`src/rtl/dsi_pattern_gen_if.sv`:
```
// Timing, control and pixel signals between the timing source, the pattern
// generator and the DSI TX. The master drives the inputs and the slave drives the outputs.
interface dsi_pattern_gen_if;
  logic        i_hs;
  logic        i_vs;
  logic        i_de;
  logic        i_valid;
  logic [11:0] i_x;
  logic [11:0] i_y;
  logic [2:0]  i_mode;
  logic        i_mode_auto;

  logic        o_hs;
  logic        o_vs;
  logic        o_de;
  logic        o_valid;
  logic [11:0] o_x;
  logic [11:0] o_y;
  logic [47:0] o_data;
  logic [8:0]  o_frame_cnt;
  logic        o_video_rstn;

  modport master (
    output i_hs, i_vs, i_de, i_valid, i_x, i_y, i_mode, i_mode_auto,
    input  o_hs, o_vs, o_de, o_valid, o_x, o_y, o_data, o_frame_cnt, o_video_rstn
  );

  modport slave (
    input  i_hs, i_vs, i_de, i_valid, i_x, i_y, i_mode, i_mode_auto,
    output o_hs, o_vs, o_de, o_valid, o_x, o_y, o_data, o_frame_cnt, o_video_rstn
  );
endinterface

```
`src/rtl/dsi_pattern_gen.sv`:
```
// Dual-pixel test-pattern source. It uses a two-stage pipeline that aligns the timing with the 48-bit pixel pair.
// It also provides the frame counter and the hsync-counted reset release for the DSI TX.
module dsi_pattern_gen #(
  parameter int MAX_HRES        = 1080,
  parameter int MAX_VRES        = 1920,
  parameter int FRAME_HOLD_LOG2 = 7,
  parameter int VFP             = 6
) (
  input  logic            i_pclk,
  input  logic            i_arstn,
  dsi_pattern_gen_if.slave bus
);

  localparam int          BW     = MAX_HRES / 8;
  localparam logic [11:0] X_LAST = 12'(MAX_HRES / 2 - 1);
  localparam logic [11:0] Y_LAST = 12'(MAX_VRES - 1);
  localparam logic [15:0] VFP_C  = 16'(VFP);

  // Stage 1 registers. hs1_reg and vs1_reg also serve as the previous-value registers for edge detection.
  logic        hs1_reg, vs1_reg, de1_reg, valid1_reg;
  logic [11:0] x1_reg, y1_reg;
  logic [12:0] px_reg [2];

  logic        hs2_reg, vs2_reg, de2_reg, valid2_reg;
  logic [11:0] x2_reg, y2_reg;
  logic [47:0] data_reg;

  logic [2:0]  pattern_reg;
  logic [8:0]  frame_cnt_reg;
  logic [15:0] hs_cnt_reg;
  logic        video_rstn_reg;

  logic [23:0] colour [2];

  function automatic logic [2:0] bar_index(input logic [12:0] p);
    logic [2:0] k;
    k = 3'd0;
    for (int t = 1; t < 8; t++) begin
      if (p >= 13'(t * BW)) k = k + 3'd1;
    end
    return k;
  endfunction

  function automatic logic [23:0] bar_colour(input logic [2:0] k);
    case (k)
      3'd0:    return 24'hFFFFFF;
      3'd1:    return 24'hFFFF00;
      3'd2:    return 24'h00FFFF;
      3'd3:    return 24'h00FF00;
      3'd4:    return 24'hFF00FF;
      3'd5:    return 24'hFF0000;
      3'd6:    return 24'h0000FF;
      default: return 24'h000000;
    endcase
  endfunction

  function automatic logic [23:0] pixel_colour(input logic [2:0] pat, input logic [12:0] p,
                                               input logic [7:0] y8);
    logic [7:0] ramp;
    ramp = p[7:0] + y8;
    case (pat)
      3'd0:    return {p[7:0], 16'h0000};
      3'd1:    return {8'h00, p[7:0], 8'h00};
      3'd2:    return {16'h0000, p[7:0]};
      3'd3:    return {ramp, ramp, ramp};
      3'd4:    return bar_colour(bar_index(p));
      3'd5:    return (p[5] ^ y8[5]) ? 24'hFFFFFF : 24'h000000;
      3'd6:    return 24'hFFFFFF;
      default: return 24'h000000;
    endcase
  endfunction

  genvar gi;
  generate
    for (gi = 0; gi < 2; gi++) begin : g_pix
      assign colour[gi] = pixel_colour(pattern_reg, px_reg[gi], y1_reg[7:0]);
    end
  endgenerate

  always_ff @(posedge i_pclk or negedge i_arstn) begin
    if (!i_arstn) begin
      hs1_reg    <= 1'b0;
      vs1_reg    <= 1'b0;
      de1_reg    <= 1'b0;
      valid1_reg <= 1'b0;
      x1_reg     <= '0;
      y1_reg     <= '0;
      px_reg[0]  <= '0;
      px_reg[1]  <= '0;
      hs2_reg    <= 1'b0;
      vs2_reg    <= 1'b0;
      de2_reg    <= 1'b0;
      valid2_reg <= 1'b0;
      x2_reg     <= '0;
      y2_reg     <= '0;
      data_reg   <= '0;
    end else begin
      hs1_reg    <= bus.i_hs;
      vs1_reg    <= bus.i_vs;
      de1_reg    <= bus.i_de;
      valid1_reg <= bus.i_valid;
      x1_reg     <= bus.i_x;
      y1_reg     <= bus.i_y;
      px_reg[0]  <= {bus.i_x, 1'b0};
      px_reg[1]  <= {bus.i_x, 1'b1};
      hs2_reg    <= hs1_reg;
      vs2_reg    <= vs1_reg;
      de2_reg    <= de1_reg;
      valid2_reg <= valid1_reg;
      x2_reg     <= x1_reg;
      y2_reg     <= y1_reg;
      data_reg   <= (de1_reg && valid1_reg) ? {colour[1], colour[0]} : 48'd0;
    end
  end

  // The pattern latch reads frame_cnt_reg before the update in the same edge. As a result, a coincident vs rise and frame end latches the old count.
  always_ff @(posedge i_pclk or negedge i_arstn) begin
    if (!i_arstn) begin
      pattern_reg    <= 3'd0;
      frame_cnt_reg  <= 9'd0;
      hs_cnt_reg     <= 16'd0;
      video_rstn_reg <= 1'b0;
    end else begin
      if (bus.i_vs && !vs1_reg)
        pattern_reg <= bus.i_mode_auto ? {1'b0, frame_cnt_reg[FRAME_HOLD_LOG2+1 -: 2]} : bus.i_mode;
      if (bus.i_valid && bus.i_y == Y_LAST && bus.i_x == X_LAST)
        frame_cnt_reg <= frame_cnt_reg + 9'd1;
      if (bus.i_hs && !hs1_reg && hs_cnt_reg != VFP_C)
        hs_cnt_reg <= hs_cnt_reg + 16'd1;
      if (hs_cnt_reg == VFP_C)
        video_rstn_reg <= 1'b1;
    end
  end

  assign bus.o_hs         = hs2_reg;
  assign bus.o_vs         = vs2_reg;
  assign bus.o_de         = de2_reg;
  assign bus.o_valid      = valid2_reg;
  assign bus.o_x          = x2_reg;
  assign bus.o_y          = y2_reg;
  assign bus.o_data       = data_reg;
  assign bus.o_frame_cnt  = frame_cnt_reg;
  assign bus.o_video_rstn = video_rstn_reg;

endmodule

```
`src/flat_wrapper.sv`:
```
// flat-port wrapper written by rule: the top's interface ports become plain ports
module dsi_pattern_gen_flat 
#(
  parameter int MAX_HRES        = 1080,
  parameter int MAX_VRES        = 1920,
  parameter int FRAME_HOLD_LOG2 = 7,
  parameter int VFP             = 6
)
  (i_pclk, i_arstn, bus_i_hs, bus_i_vs, bus_i_de, bus_i_valid, bus_i_x, bus_i_y, bus_i_mode, bus_i_mode_auto, bus_o_hs, bus_o_vs, bus_o_de, bus_o_valid, bus_o_x, bus_o_y, bus_o_data, bus_o_frame_cnt, bus_o_video_rstn);
  dsi_pattern_gen_if bus_i ();
  input  logic i_pclk;
  input  logic i_arstn;
  input wire logic [$bits(bus_i.i_hs)-1:0] bus_i_hs;
  input wire logic [$bits(bus_i.i_vs)-1:0] bus_i_vs;
  input wire logic [$bits(bus_i.i_de)-1:0] bus_i_de;
  input wire logic [$bits(bus_i.i_valid)-1:0] bus_i_valid;
  input wire logic [$bits(bus_i.i_x)-1:0] bus_i_x;
  input wire logic [$bits(bus_i.i_y)-1:0] bus_i_y;
  input wire logic [$bits(bus_i.i_mode)-1:0] bus_i_mode;
  input wire logic [$bits(bus_i.i_mode_auto)-1:0] bus_i_mode_auto;
  output wire logic [$bits(bus_i.o_hs)-1:0] bus_o_hs;
  output wire logic [$bits(bus_i.o_vs)-1:0] bus_o_vs;
  output wire logic [$bits(bus_i.o_de)-1:0] bus_o_de;
  output wire logic [$bits(bus_i.o_valid)-1:0] bus_o_valid;
  output wire logic [$bits(bus_i.o_x)-1:0] bus_o_x;
  output wire logic [$bits(bus_i.o_y)-1:0] bus_o_y;
  output wire logic [$bits(bus_i.o_data)-1:0] bus_o_data;
  output wire logic [$bits(bus_i.o_frame_cnt)-1:0] bus_o_frame_cnt;
  output wire logic [$bits(bus_i.o_video_rstn)-1:0] bus_o_video_rstn;
  assign bus_i.i_hs = bus_i_hs;
  assign bus_i.i_vs = bus_i_vs;
  assign bus_i.i_de = bus_i_de;
  assign bus_i.i_valid = bus_i_valid;
  assign bus_i.i_x = bus_i_x;
  assign bus_i.i_y = bus_i_y;
  assign bus_i.i_mode = bus_i_mode;
  assign bus_i.i_mode_auto = bus_i_mode_auto;
  assign bus_o_hs = bus_i.o_hs;
  assign bus_o_vs = bus_i.o_vs;
  assign bus_o_de = bus_i.o_de;
  assign bus_o_valid = bus_i.o_valid;
  assign bus_o_x = bus_i.o_x;
  assign bus_o_y = bus_i.o_y;
  assign bus_o_data = bus_i.o_data;
  assign bus_o_frame_cnt = bus_i.o_frame_cnt;
  assign bus_o_video_rstn = bus_i.o_video_rstn;
  dsi_pattern_gen #(.MAX_HRES(MAX_HRES), .MAX_VRES(MAX_VRES), .FRAME_HOLD_LOG2(FRAME_HOLD_LOG2), .VFP(VFP)) u_core (.i_pclk(i_pclk), .i_arstn(i_arstn), .bus(bus_i));
endmodule
```
`config.mk`:
```
export PLATFORM = sky130hd
export DESIGN_NAME = dsi_pattern_gen_flat
export DESIGN_NICKNAME = d
export VERILOG_FILES = /design/src/rtl/dsi_pattern_gen_if.sv /design/src/rtl/dsi_pattern_gen.sv /design/src/flat_wrapper.sv
export SDC_FILE = /design/constraint.sdc
export NUM_CORES = 1
export LEC_CHECK = 0
export BUFFER_PORTS_ARGS = -buffer_cell sky130_fd_sc_hd__buf_2
export CORE_ASPECT_RATIO = 0.6
export CORE_MARGIN = 3
export CORE_UTILIZATION = 39
export DETAILED_ROUTE_END_ITERATION = 10
export MAX_ROUTING_LAYER = met4
export SLEW_MARGIN = 10
export SYNTH_ARGS = -nofsm -noshare
export SYNTH_HDL_FRONTEND = slang
export SYNTH_SLANG_ARGS = --single-unit
```
`constraint.sdc`:
```
create_clock -name i_pclk -period 4.7 [get_ports i_pclk]
set_input_delay 0.94 -clock i_pclk [delete_from_list [all_inputs] [get_ports i_pclk]]
set_output_delay 0.94 -clock i_pclk [all_outputs]
set_load 0.005 [all_outputs]
```
# Word-level counts from Yosys, hierarchy flattened
# Cells that the tools add are included.
[word_totals]
ff_bits = 146
mem_count = 0
romBits = 0
ram_bits = 0
latch_bits = 0
input_bits = 34
out_inout_bits = 86
[classes]
muxes = 36
div_mod_pow = 0
n_lt_le_gt_ge = 14
n_addsub = 16
bitwise_logic = 2
multipliers = 0
reduce_logical = 11
eq_ne = 22
shift = 0
[op_table]
columns = ["op", "count"]
rows = [
  ["one-hot mux 24 bit (7 select lines)", 4],
  ["greater-or-equal comparator 13 x 10 -> 1 bit (second input constant)", 8],
  ["2-to-1 mux 3 bit", 27],
  ["greater-or-equal comparator 13 x 9 -> 1 bit (second input constant)", 4],
  ["2-to-1 mux 24 bit", 2],
  ["2-to-1 mux 48 bit", 1],
  ["adder 3 x 1 -> 3 bit (second input constant)", 12],
  ["== test 3 bit (second input constant)", 9],
  ["greater-or-equal comparator 13 x 8 -> 1 bit (second input constant)", 2],
  ["== test 3 x 2 -> 1 bit (second input constant)", 6],
  ["adder 16 x 1 -> 16 bit (second input constant)", 1],
  ["adder 8 bit", 2],
  ["== test 16 x 3 -> 1 bit (second input constant)", 1],
  ["!= test 16 x 3 -> 1 bit (second input constant)", 1],
  ["== test 12 x 10 -> 1 bit (second input constant)", 1],
  ["== test 12 x 11 -> 1 bit (second input constant)", 1],
  ["adder 9 x 1 -> 9 bit (second input constant)", 1],
  ["== test 3 x 1 -> 1 bit (second input constant)", 3],
  ["zero test 3 bit", 3],
  ["logical AND 1 bit", 6],
  ["zero test 1 bit", 2],
  ["2-to-1 mux 1 bit", 2],
  ["XOR 1 bit", 2],
]

# Depth between registers and ports, before layout
# Gate-level depths: netlist of run 1.
[logic_depth]
depth_word = 25
mapped_depth = 23
ltp_nobuf = 21

# Worst setup path after synthesis of run 1
# No wires, ideal clock.
[synth_path]
path_kind = "reg2reg"
start = "register u_core.px_reg[6] (netlist name)"
end = "register u_core.data_reg[38], in the netlist u_core.bus.o_data[38]"
path_stages_with_launch = 21
slack_ns = 0.061
arrival_ns = 4.552
setup_time_ns = 0.087
period_less_slack_ns = 4.639
cell_sequence = "dfrtp_1 or3_1 or2_2 a31o_2 a211oi_1 ha_1 xnor2_1 ha_1 inv_1 a21oi_1 ha_1 a21oi_1 a311oi_1 ha_1 nand2_1 a21oi_1 ha_1 o21ai_0 xnor2_1 xnor3_1 o211ai_1"
[synth_between]
elab_chain_cells = 25
word_cells_on_any_way = 38
cone_classes = "7 x add/sub; 7 x order compare; 6 x eq/ne; 17 x mux; 1 x reduce/logical"
[synth_lines]
columns = ["item", "line_no", "rtl"]
rows = [
  ["from (decl)", "dsi_pattern_gen.sv:22", "logic [12:0] px_reg [2];"],
  ["greater-or-equal comparator 13 x 8 -> 1 bit", "dsi_pattern_gen.sv:39", "if (p >= 13'(t * BW)) k = k + 3'd1;"],
  ["2-to-1 mux 1 bit", "dsi_pattern_gen.sv:39", ""],
  ["2-to-1 mux 3 bit", "dsi_pattern_gen.sv:61", "case (pat)"],
  ["adder 3 x 1 -> 3 bit", "dsi_pattern_gen.sv:39", ""],
  ["2-to-1 mux 3 bit", "dsi_pattern_gen.sv:39", ""],
  ["2-to-1 mux 3 bit", "dsi_pattern_gen.sv:61", ""],
  ["adder 3 x 1 -> 3 bit", "dsi_pattern_gen.sv:39", ""],
  ["2-to-1 mux 3 bit", "dsi_pattern_gen.sv:39", ""],
  ["(+9 left out)", "-", ""],
  ["2-to-1 mux 3 bit", "dsi_pattern_gen.sv:61", ""],
  ["adder 3 x 1 -> 3 bit", "dsi_pattern_gen.sv:39", ""],
  ["2-to-1 mux 3 bit", "dsi_pattern_gen.sv:39", ""],
  ["2-to-1 mux 3 bit", "dsi_pattern_gen.sv:61", ""],
  ["== test 3 bit (tied with other cells)", "dsi_pattern_gen.sv:45", "case (k)"],
  ["one-hot mux 24 bit (7 select lines)", "dsi_pattern_gen.sv:45", ""],
  ["one-hot mux 24 bit (7 select lines) (*)", "dsi_pattern_gen.sv:61", ""],
  ["2-to-1 mux 48 bit (*)", "dsi_pattern_gen.sv:112", "data_reg <= (de1_reg && valid1_reg) ? {colour[1], colour[0]} : 48'd0;"],
  ["to (signal assigned)", "dsi_pattern_gen.sv:112", ""],
  ["to (decl)", "dsi_pattern_gen.sv:26", "logic [47:0] data_reg;"],
]
# Mark *: on every way between the ends. The rest lies on a longest branch, timed or not. The select of a mux whose other input is x is not followed.
# A chain may end at the register's enable or synchronous reset.

# Worst setup path in the final report of run 1
# Same ends and word-level chain as after synthesis.

==> reports/qor.csv, run 1 <==
metric;value;unit
outcome;complete, no violations;
finish.cell_count_without_fillers;921;
setup.reg_to_reg.worst_slack;0.22;ns
post-route-min-period;4.48;ns
r2r_start;u_core.px_reg[6];
die-width;171;µm
largest_register_ffs;48;
finClkSkew;0.0120;ns
clk_path_buf_depth;2;
dpl-instance-area;0.00724;mm²
cellPowerDensity;413;mW/mm²
worst-path-max-fanout;8;
detailroute.via_count;4910;
global_route.usage.total;19.5;%
max_freq;223;MHz
timing.critical_path.arrival;4.80;ns
crit_chain;or3_1, or2_4, a31o_2, a211oi_2, ha_1, xnor2_2, ha_1, inv_1, a21oi_1, ha_1, a21oi_2, a311oi_1, ha_1, nand2_1, a21oi_2, ha_1, o21ai_0, xnor2_1, xnor3_2, o211ai_1;
total_die_area;0.0180;mm²
mappedNetlistNets;632;
dp_slack;-0.0950;ns
ys_dominant_reg_cell;dfrtp_1;
first_global_vias;4802;
area_delta_synth_final;25.8;%
drt-pass1-iter-count;5;
groute.layer.met1.usage;30.5;%
postLayoutSetupSlackWorst;0.222;ns
worstReg2RegEnd;u_core.bus.o_data[38];
post-place-cells;885;
timing.critical_path.to;u_core.bus.o_data[38];
detail_route.wirelength;16900;µm
finalCritPeriodShare;95.3;%
reg2regPathDepth;20;
final_hold_viol_count;0;
most_common_cell_after_layout_fill_and_taps_aside;dfrtp_1;
crit_path_max_incr_delay;0.39;ns
die_h;105;µm
clkLatencyLatePin;0.41;ns
endpoint_kind;register;
cts_sinks;134;
synth-async-reset-ratio;100;%
placementRows;35;
grt_use_met2;24.8;%
crit_path_start_kind;register;
ctsHtreeMaxLevel;4;
globalRoute.busiestLayer;met1;
layout-drive-gt1-share;30.6;%
synthCells;574;
core_area;0.0157;mm²
yosys.cell_types.count;71;
power_leakage;0.00391;µW
detailedPlacementHpwl;12400;µm
cts.clk_slew.worst_paths;0.06;ns
worst_setup_path_startpoint;u_core.px_reg[6];
tritoncts;built;
crit_family;adder cells;
antenna_violating_nets_post_route;0;
first_iter_violations;410;
critical_path_class;reg2reg;
numCtsBuffers;17;
critical_path_required;5.02;ns
timing.slew.headroom;23.6;%
vias_per_cell;5.33;
finalSetupViolations;0;
grt_pass1_wl;26500;µm
worst-path-buf-inv;1;
synth_area;0.00639;mm²
finalNetCount;763;
synthesis.yosys.warnings;0;
final_design_area_no_fill;0.00805;mm²
grt_overflow;0;
drcViolationCount;0;
cpMaxStageDelayCell;or3_1;
filler_cell_count;1427;
timing.hold.worst.class;reg2reg;
worst_ir_drop_vdd;209;µV
antenna_cells;0;
slew_viol_final;0;
port_buffers;119;
worstMarginPinSlew;1.14;ns
antenna_found_initial;0;
cts.root.buffer_cell;clkbuf_16;
synth.ff_latch_count;134;
grtUsageMet3;5.22;%
start_util;40.8;%
path_common_cell;ha_1;
yosysSeqAreaShare;52.4;%
timing.critical_path.depth;20;
synth_edf_count;0;
syn_area_per_cell;11.1;µm²
largest_net_degree_at_the_start_of_global_routing;106;
wl_per_cell;18.4;µm
gp_routability_congestion;0.926;
post-layout-total-power;3320;µW
most-common-layout-cells;dfrtp_1 (134), buf_2 (118), nand2_1 (51), o21ai_0 (35), a21oi_1 (26);
cap_viol_max_count;0;
io_pins;120;
setup_repair_after_global_routing_missed_its_margin;true;
-- kinds of logic (layout without fill, tap and decap cells) --
logic type                 after synthesis  count (layout)  synth area share, %
AOI/OAI and AO/OA                      158             158                 16.8
and+or+nand+nor                        155             155                 12.7
DFF                                    134             134                 52.4
xor gates and xnor gates                47              47                 7.49
buffers and inverters                   44             188                 3.23
adders and majority gates               24              24                 4.93
muxes                                   11              11                 2.33
other                                    1               1               0.0586
-- stage by stage --
stage	setup TNS, ns	hold slack [ns]	util [%]
after floorplan	0	0.331	-
final	0	0.358	51.3
after detailed placement	-0.391	0.345	46.2
after CTS	0	0.366	50.6
after global routing	-0.0584	0.368	51.3
after global placement	0	0.332	46.2
-- Yosys cell counts (8+ instances only) --
cell,n,area (µm²)
nand2b_1,8,50.1
o211ai_1,8,60.1
buf_2,12,60.1
inv_1,12,45.0
nor2_1,20,75.1
a221oi_1,8,70.1
dfrtp_1,134,3350
a211oi_1,13,97.6
nand2_1,51,191
o21ai_0,42,210
nor3_1,9,45.0
nand3_1,14,70.1
clkbuf_1,14,52.6
nand4_1,12,75.1
a21o_1,9,67.6
xor2_1,16,140
xnor2_1,26,228
a21oi_1,28,140
ha_1,22,275
-- report_power, final --
group	switching [µW]	total [µW]	internal (µW)
sequential	64.0	1300	1240
clock	526	1530	1010
combinational	285	486	201
total	875	3320	2440
-- layer usage --
layer | wire [µm] | vias to the layer above
met3 | 1180 | 12
met1 | 8890 | 2394
met5 | 0 | -
li1 | - | 2337
met4 | 119 | 0
met2 | 6720 | 167
-- final cells by class --
class                      count  area [µm²]  area share (%)
multi-input combinational    396        2930            36.5
clock buffer                  19         433            5.38
clock inverter                13         243            3.02
timing repair buffer         143         782            9.72
tap                          203         254            3.16
inverter                      13        48.8           0.606
sequential                   134        3350            41.7
-- repair_timing --
item                                    in CTS  in global routing
buffers inserted                             0                  4
endpoints found under the setup margin      15                 32
hold buffers                                 0                  0
resized for setup                            3                 22
pin swaps                                    1                  9
-- how the worst min path moves through the flow --
stage                                  from                 end  slack, ns  cells past startpoint
final                     u_core.y1_reg[10]  u_core.bus.o_y[10]       0.36                      0
after detailed placement  u_core.y1_reg[10]  u_core.bus.o_y[10]       0.34                      0
after global routing      u_core.y1_reg[10]  u_core.bus.o_y[10]       0.37                      0
after CTS                 u_core.y1_reg[10]  u_core.bus.o_y[10]       0.37                      0
after global placement    u_core.y1_reg[11]  u_core.bus.o_y[11]       0.33                      0
after floorplan           u_core.y1_reg[10]  u_core.bus.o_y[10]       0.33                      0
No activity file was read; power rests on OpenSTA's default activity.
==> run 2, diff against run 1 <==
--- a/config.mk
+++ b/config.mk
@@ -6,9 +6,10 @@
 export NUM_CORES = 1
 export LEC_CHECK = 0
 export BUFFER_PORTS_ARGS = -buffer_cell sky130_fd_sc_hd__buf_2
+export CAP_MARGIN = 20
 export CORE_ASPECT_RATIO = 0.6
 export CORE_MARGIN = 3
-export CORE_UTILIZATION = 39
+export CORE_UTILIZATION = 27
 export DETAILED_ROUTE_END_ITERATION = 10
 export MAX_ROUTING_LAYER = met4
 export SLEW_MARGIN = 10
==> run 2 against run 1 <==
Against the previous run:
- die area is 42% higher
- critical endpoint unchanged
- core utilization is 16 points lower
- clock skew is 0.00082 ns lower
- total power is 8.2% lower
- cell area is 0.23% lower
- cell count is 11% higher
- critical path depth stayed put
==> reports/qor.csv, run 2 (same netlist as run 1, synthesis figures left out) <==
metric;value;unit;change
max_freq;224;MHz;+0.44%
antenna_violating_nets_post_route;0;;unchanged
postLayoutSetupSlackWorst;0.241;ns;+0.0197 ns
globalRoute.busiestLayer;met1;;
final_design_area_no_fill;0.00803;mm²;-0.23%
critical_path_class;reg2reg;;
first_iter_violations;338;;-18%
timing.slew.headroom;35.4;%;+12 points
worst-path-max-fanout;8;;unchanged
post-route-min-period;4.46;ns;-0.0197 ns
critical_path_required;5.01;ns;about the same
holdCritStartpoint;u_core.y1_reg[8];;
placementRows;42;;+20%
detail_route.wirelength;17600;µm;+4.0%
finalSetupViolations;0;;unchanged
port_buffers;119;;unchanged
timing.critical_path.arrival;4.77;ns;-0.03 ns
postCtsHoldBufs;0;;unchanged
most_common_cell_after_layout_fill_and_taps_aside;dfrtp_1;;
crit_path_start_kind;register;;
hold-path-cell-count;0;;unchanged
slew_viol_final;0;;unchanged
vias_per_cell;4.78;;-10%
filler_cell_count;2278;;+60%
cts_sinks;134;;unchanged
largest_register_ffs;48;;unchanged
power_leakage;0.00385;µW;-1.5%
utilization;35.4;%;-16 points
ctsHtreeMaxLevel;4;;unchanged
worst_setup_path_startpoint;u_core.px_reg[5];;
clk_path_buf_depth;2;;unchanged
cellPowerDensity;380;mW/mm²;-8.0%
die-width;205;µm;+19%
grt_overflow;0;;unchanged
drt-pass1-iter-count;4;;-1
cts.clk_slew.worst_paths;0.06;ns;about the same
wl_per_cell;17.2;µm;-6.5%
worstMarginPinSlew;0.966;ns;-0.177 ns
start_util;28.2;%;-13 points
layout-drive-gt1-share;29.7;%;-0.89 points
detailroute.via_count;4895;;-0.31%
reg2regPathDepth;20;;unchanged
worstReg2RegEnd;u_core.bus.o_data[38];;
timing.hold.ws;0.350;ns;-0.00764 ns
endpoint_kind;register;;
setup_repair_after_global_routing_missed_its_margin;true;;
dpl-instance-area;0.00740;mm²;+2.1%
numCtsBuffers;17;;unchanged
finalCritPeriodShare;94.9;%;-0.42 points
total_die_area;0.0256;mm²;+42%
worst_ir_drop_vdd;232;µV;+11%
antenna_found_initial;1;;+1
outcome;complete, no violations;;
finalNetCount;764;;+0.13%
dp_slack;-0.0688;ns;+0.0262 ns
area_delta_synth_final;25.6;%;
finClkSkew;0.0111;ns;-0.000817 ns
r2r_start;u_core.px_reg[5];;
detailedPlacementHpwl;13400;µm;+8.1%
final_hold_viol_count;0;;unchanged
core_area;0.0226;mm²;+44%
multi_input_comb_area;0.00290;mm²;-1.2%
timing.critical_path.to;u_core.bus.o_data[38];;
global_route.usage.total;14.2;%;-5.4 points
grtUsageMet3;4.36;%;-0.85 points
io_pins;120;;unchanged
clkLatencyLatePin;0.41;ns;about the same
groute.layer.met1.usage;23.0;%;-7.5 points
grt_use_met2;16.3;%;-8.6 points
tritoncts;built;;
grt_pass1_wl;27000;µm;+1.9%
antenna_cells;0;;unchanged
storage_element_area;0.00335;mm²;unchanged
gp_routability_congestion;0.900;;-2.9%
drcViolationCount;0;;unchanged
largest_net_degree_at_the_start_of_global_routing;59;;-44%
cap_viol_max_count;0;;unchanged
first_global_vias;4558;;-5.1%
setup.reg_to_reg.worst_slack;0.24;ns;+0.02 ns
timing.hold.worst.class;reg2reg;;
most-common-layout-cells;dfrtp_1 (134), buf_2 (119), nand2_1 (51), o21ai_0 (37), a21oi_1 (26);;
cts.root.buffer_cell;clkbuf_16;;
die_h;125;µm;+19%
-- run 2: routing by layer --
metal  part of all wire (%)  wire length (µm)
met1                     54              9540
met2                     37              6470
met3                    8.1              1430
met4                   0.81               143
met5                      0                 0
-- run 2: worst min-delay path by stage --
stage                              end
finish               u_core.bus.o_y[8]
CTS                  u_core.bus.o_y[8]
global route         u_core.bus.o_y[9]
detailed placement   u_core.bus.o_y[8]
global placement     u_core.bus.o_y[9]
floorplan           u_core.bus.o_y[10]
-- run 2: final cells by class --
class	instances	area share, %
multi-input cells	396	36.1
well taps	308	4.80
clock buffers	21	5.61
repair buffers	144	9.80
inverters	13	0.608
clock inverters	8	1.29
flip-flops and latches	134	41.8
-- run 2: where the power goes --
group          internal (µW)  switching (µW)  leakage [µW]  total, µW
clock                    786             476      0.000269       1260
combinational            203             282       0.00187        485
sequential              1240            62.8       0.00171       1300
total                   2230             821       0.00385       3050
-- run 2: stage by stage --
stage / std cells / setup TNS, ns / power [µW]
after floorplan: 574 / 0 / 1600
after detailed placement: 993 / -0.0688 / 1790
final: 1024 / 0 / 3050
after global placement: 993 / 0 / 1790
after CTS: 1022 / 0 / 3070
after global routing: 1024 / -0.0263 / 3190
-- run 2: worst max-delay path: stages (launching register included) --
cell	delay (ns)
dfrtp_1	0.37
or3_1	0.38
or2_4	0.26
a31o_2	0.22
a211oi_2	0.21
ha_1	0.31
xnor2_2	0.16
ha_1	0.31
inv_2	0.06
a21oi_1	0.06
ha_1	0.32
a21oi_2	0.14
a311oi_2	0.05
ha_1	0.32
nand2_1	0.06
a21oi_2	0.12
ha_1	0.15
o21ai_1	0.08
xnor2_1	0.17
xnor3_2	0.36
o211ai_1	0.24
-- run 2: timing repair --
action | 4_1_cts | 5_1_grt
resized for setup | 1 | 18
endpoints found under the setup margin | 8 | 32
pin swaps | 1 | 9
buffers inserted | 0 | 1
==> run 3, diff against run 2 <==
--- a/config.mk
+++ b/config.mk
@@ -12,6 +12,7 @@
 export CORE_UTILIZATION = 27
 export DETAILED_ROUTE_END_ITERATION = 10
 export MAX_ROUTING_LAYER = met4
+export REMOVE_ABC_BUFFERS = 1
 export SLEW_MARGIN = 10
 export SYNTH_ARGS = -nofsm -noshare
 export SYNTH_HDL_FRONTEND = slang
==> run 3 against run 2 <==
Against the previous run:
- largest cell class unchanged
- cell area grew 1.2%
- die area is the same
- setup slack lost 0.0034 ns
- combinational power grew 2%
- largest power group is now clock
- highest routed layer unchanged
- clock skew shrank 0.0028 ns
- global-route usage grew 1.0 points
- via count grew 2.4%
- cell count grew 0.78%
==> reports/qor.csv, run 3 (same netlist as run 1, synthesis figures left out) <==
metric;value;unit;change
first_global_vias;4829;;+5.9%
utilization;35.9;%;+0.42 points
die_h;125;µm;unchanged
worstMarginPinSlew;0.854;ns;-0.112 ns
global_route.usage.total;15.2;%;+1.0 points
combPwrFrac;15.8;%;about the same
ctsHtreeMaxLevel;4;;unchanged
finalCritPeriodShare;94.9;%;about the same
setup.reg_to_reg.worst_slack;0.24;ns;about the same
reg2regPathDepth;20;;unchanged
cts_setup_buffers;0;;unchanged
internal-power;2240;µW;+0.82%
timing.slew.headroom;42.9;%;+7.5 points
switching_share;28.3;%;+1.4 points
crit_family;adder cells;;
holdCritStartpoint;u_core.y1_reg[9];;
numCtsBuffers;17;;unchanged
share_seq_of_total_power;41.6;%;-1.1 points
timing.hold.worst.class;reg2reg;;
cellPowerDensity;385;mW/mm²;+1.6%
start_util;28.2;%;unchanged
antenna_found_initial;0;;-1
crit_chain;or3_4, or2_4, a31o_2, a211oi_2, ha_1, xnor2_2, ha_4, inv_2, a21oi_1, ha_1, a21oi_2, a311oi_2, ha_1, nand2_1, a21oi_2, ha_1, o21ai_1, xnor2_1, xnor3_2, o211ai_1;;
finalNetCount;769;;+0.65%
detail_route.wirelength;18700;µm;+6.2%
detailedPlacementHpwl;14000;µm;+4.5%
antenna_violating_nets_post_route;0;;unchanged
r2r_start;u_core.px_reg[6];;
clk_path_buf_depth;2;;unchanged
largest_net_degree_at_the_start_of_global_routing;53;;-10%
io_pins;120;;unchanged
most-common-layout-cells;dfrtp_1 (134), buf_2 (118), nand2_1 (51), o21ai_0 (41), buf_4 (30);;
timing.hold.ws;0.349;ns;-0.00157 ns
worst-path-max-fanout;8;;unchanged
cts.root.buffer_cell;clkbuf_16;;
area_delta_synth_final;27.0;%;
critical_path_class;reg2reg;;
die-width;205;µm;unchanged
tritoncts;built;;
layout-drive-gt1-share;31.2;%;+1.5 points
final_design_area_no_fill;0.00812;mm²;+1.2%
detailroute.via_count;5014;;+2.4%
postLayoutSetupSlackWorst;0.238;ns;-0.00339 ns
worst-path-buf-inv;1;;unchanged
dp_slack;-0.0993;ns;-0.0305 ns
most_common_cell_after_layout_fill_and_taps_aside;dfrtp_1;;
total_die_area;0.0256;mm²;unchanged
antenna_cells;0;;unchanged
gp_routability_congestion;0.887;;-1.4%
finalSetupViolations;0;;unchanged
whs_endpoint;u_core.bus.o_y[9];;
final_hold_viol_count;0;;unchanged
cts_sinks;134;;unchanged
drt-pass1-iter-count;5;;+1
critical_path_required;5.02;ns;about the same
slew_viol_final;0;;unchanged
post-route-min-period;4.46;ns;+0.00339 ns
wl_per_cell;18.1;µm;+5.4%
crit_path_max_incr_delay;0.40;ns;+0.02 ns
dpl-instance-area;0.00745;mm²;+0.71%
cap_viol_max_count;0;;unchanged
vias_per_cell;4.86;;+1.6%
cts.clk_slew.worst_paths;0.06;ns;about the same
drcViolationCount;0;;unchanged
largest_register_ffs;48;;unchanged
hold-path-cell-count;0;;unchanged
switching_power;887;µW;+8.0%
port_buffers;119;;unchanged
power_leakage;0.00389;µW;+0.88%
setup_repair_after_global_routing_missed_its_margin;true;;
path_common_cell;ha_1;;
crit_path_start_kind;register;;
grt_overflow;0;;unchanged
cpMaxStageDelayCell;or3_4;;
grt_pass1_wl;28700;µm;+6.4%
timing.critical_path.arrival;4.78;ns;about the same
first_iter_violations;429;;+27%
core_area;0.0226;mm²;unchanged
post-layout-total-power;3130;µW;+2.8%
outcome;complete, no violations;;
worstReg2RegEnd;u_core.bus.o_data[38];;
clkLatencyLatePin;0.42;ns;about the same
placementRows;42;;unchanged
worst_ir_drop_vdd;261;µV;+13%
endpoint_kind;register;;
max_freq;224;MHz;about the same
clockPowerShare;42.6;%;+1.2 points
finClkSkew;0.00837;ns;-0.00277 ns
==> run 3: cell count changes in the layout (fill, tap and decap cells not counted), sizes merged <==
cell      delta
clkinv       -4
clkbuf       -2
clkinvlp     +5
buf          +5
inv          +4
==> run 3: per-stage QoR <==
step,setup TNS (ns),cells
6_report,0,1032
5_1_grt,-0.00633,1032
4_1_cts,0,1032
3_5_place_dp,-0.571,1000
3_3_place_gp,-0.347,1000
2_1_floorplan,-0.307,543
==> run 3: worst max path at each step <==
| stage | from | endpoint | slack (ns) | cells after the start |
|---|---|---|---|---|
| 4_1_cts | u_core.px_reg[6] | u_core.bus.o_data[38] | 0.03 | 20 |
| 3_5_place_dp | u_core.px_reg[6] | u_core.bus.o_data[33] | -0.1 | 20 |
| 2_1_floorplan | u_core.px_reg[6] | u_core.bus.o_data[32] | -0.06 | 20 |
| 6_report | u_core.px_reg[6] | u_core.bus.o_data[38] | 0.24 | 20 |
| 3_3_place_gp | u_core.px_reg[6] | u_core.bus.o_data[38] | -0.07 | 20 |
| 5_1_grt | u_core.px_reg[6] | u_core.bus.o_data[8] | -0.003 | 19 |
==> run 3: layout make-up <==
type                       instances  area (µm²)
tap                              308         385
clock inverter                    13         148
timing repair buffer             149         827
clock buffer                      19         443
sequential                       134        3350
multi-input combinational        396        2920
inverter                          13        48.8
fill                            2229       14500
==> run 3: power by group through the flow <==
| stage | registers, µW | clock network [µW] | logic [µW] |
|---|---|---|---|
| after global placement | 1320 | 0 | 477 |
| after global routing | 1310 | 1420 | 546 |
| after CTS | 1300 | 1370 | 485 |
| final | 1300 | 1330 | 496 |
| after floorplan | 1320 | 0 | 265 |
| after detailed placement | 1320 | 0 | 481 |
==> run 3: per-layer routing <==
layer | wire (µm) | vias to the layer above | GRT usage, %
met3 | 1930 | 13 | 5.19
li1 | - | 2346 | -
met4 | 133 | 0 | 2.91
met2 | 6490 | 252 | 17.1
met1 | 10100 | 2403 | 24.9
met5 | 0 | - | -
==> run 3: repair_timing <==
item / in CTS / in global routing
hold buffers: 0 / 0
pin swaps: 1 / 7
setup endpoints to repair: 12 / 25
cloned: 0 / 0
gates resized for setup: 3 / 15
hold endpoints to repair: 0 / 0
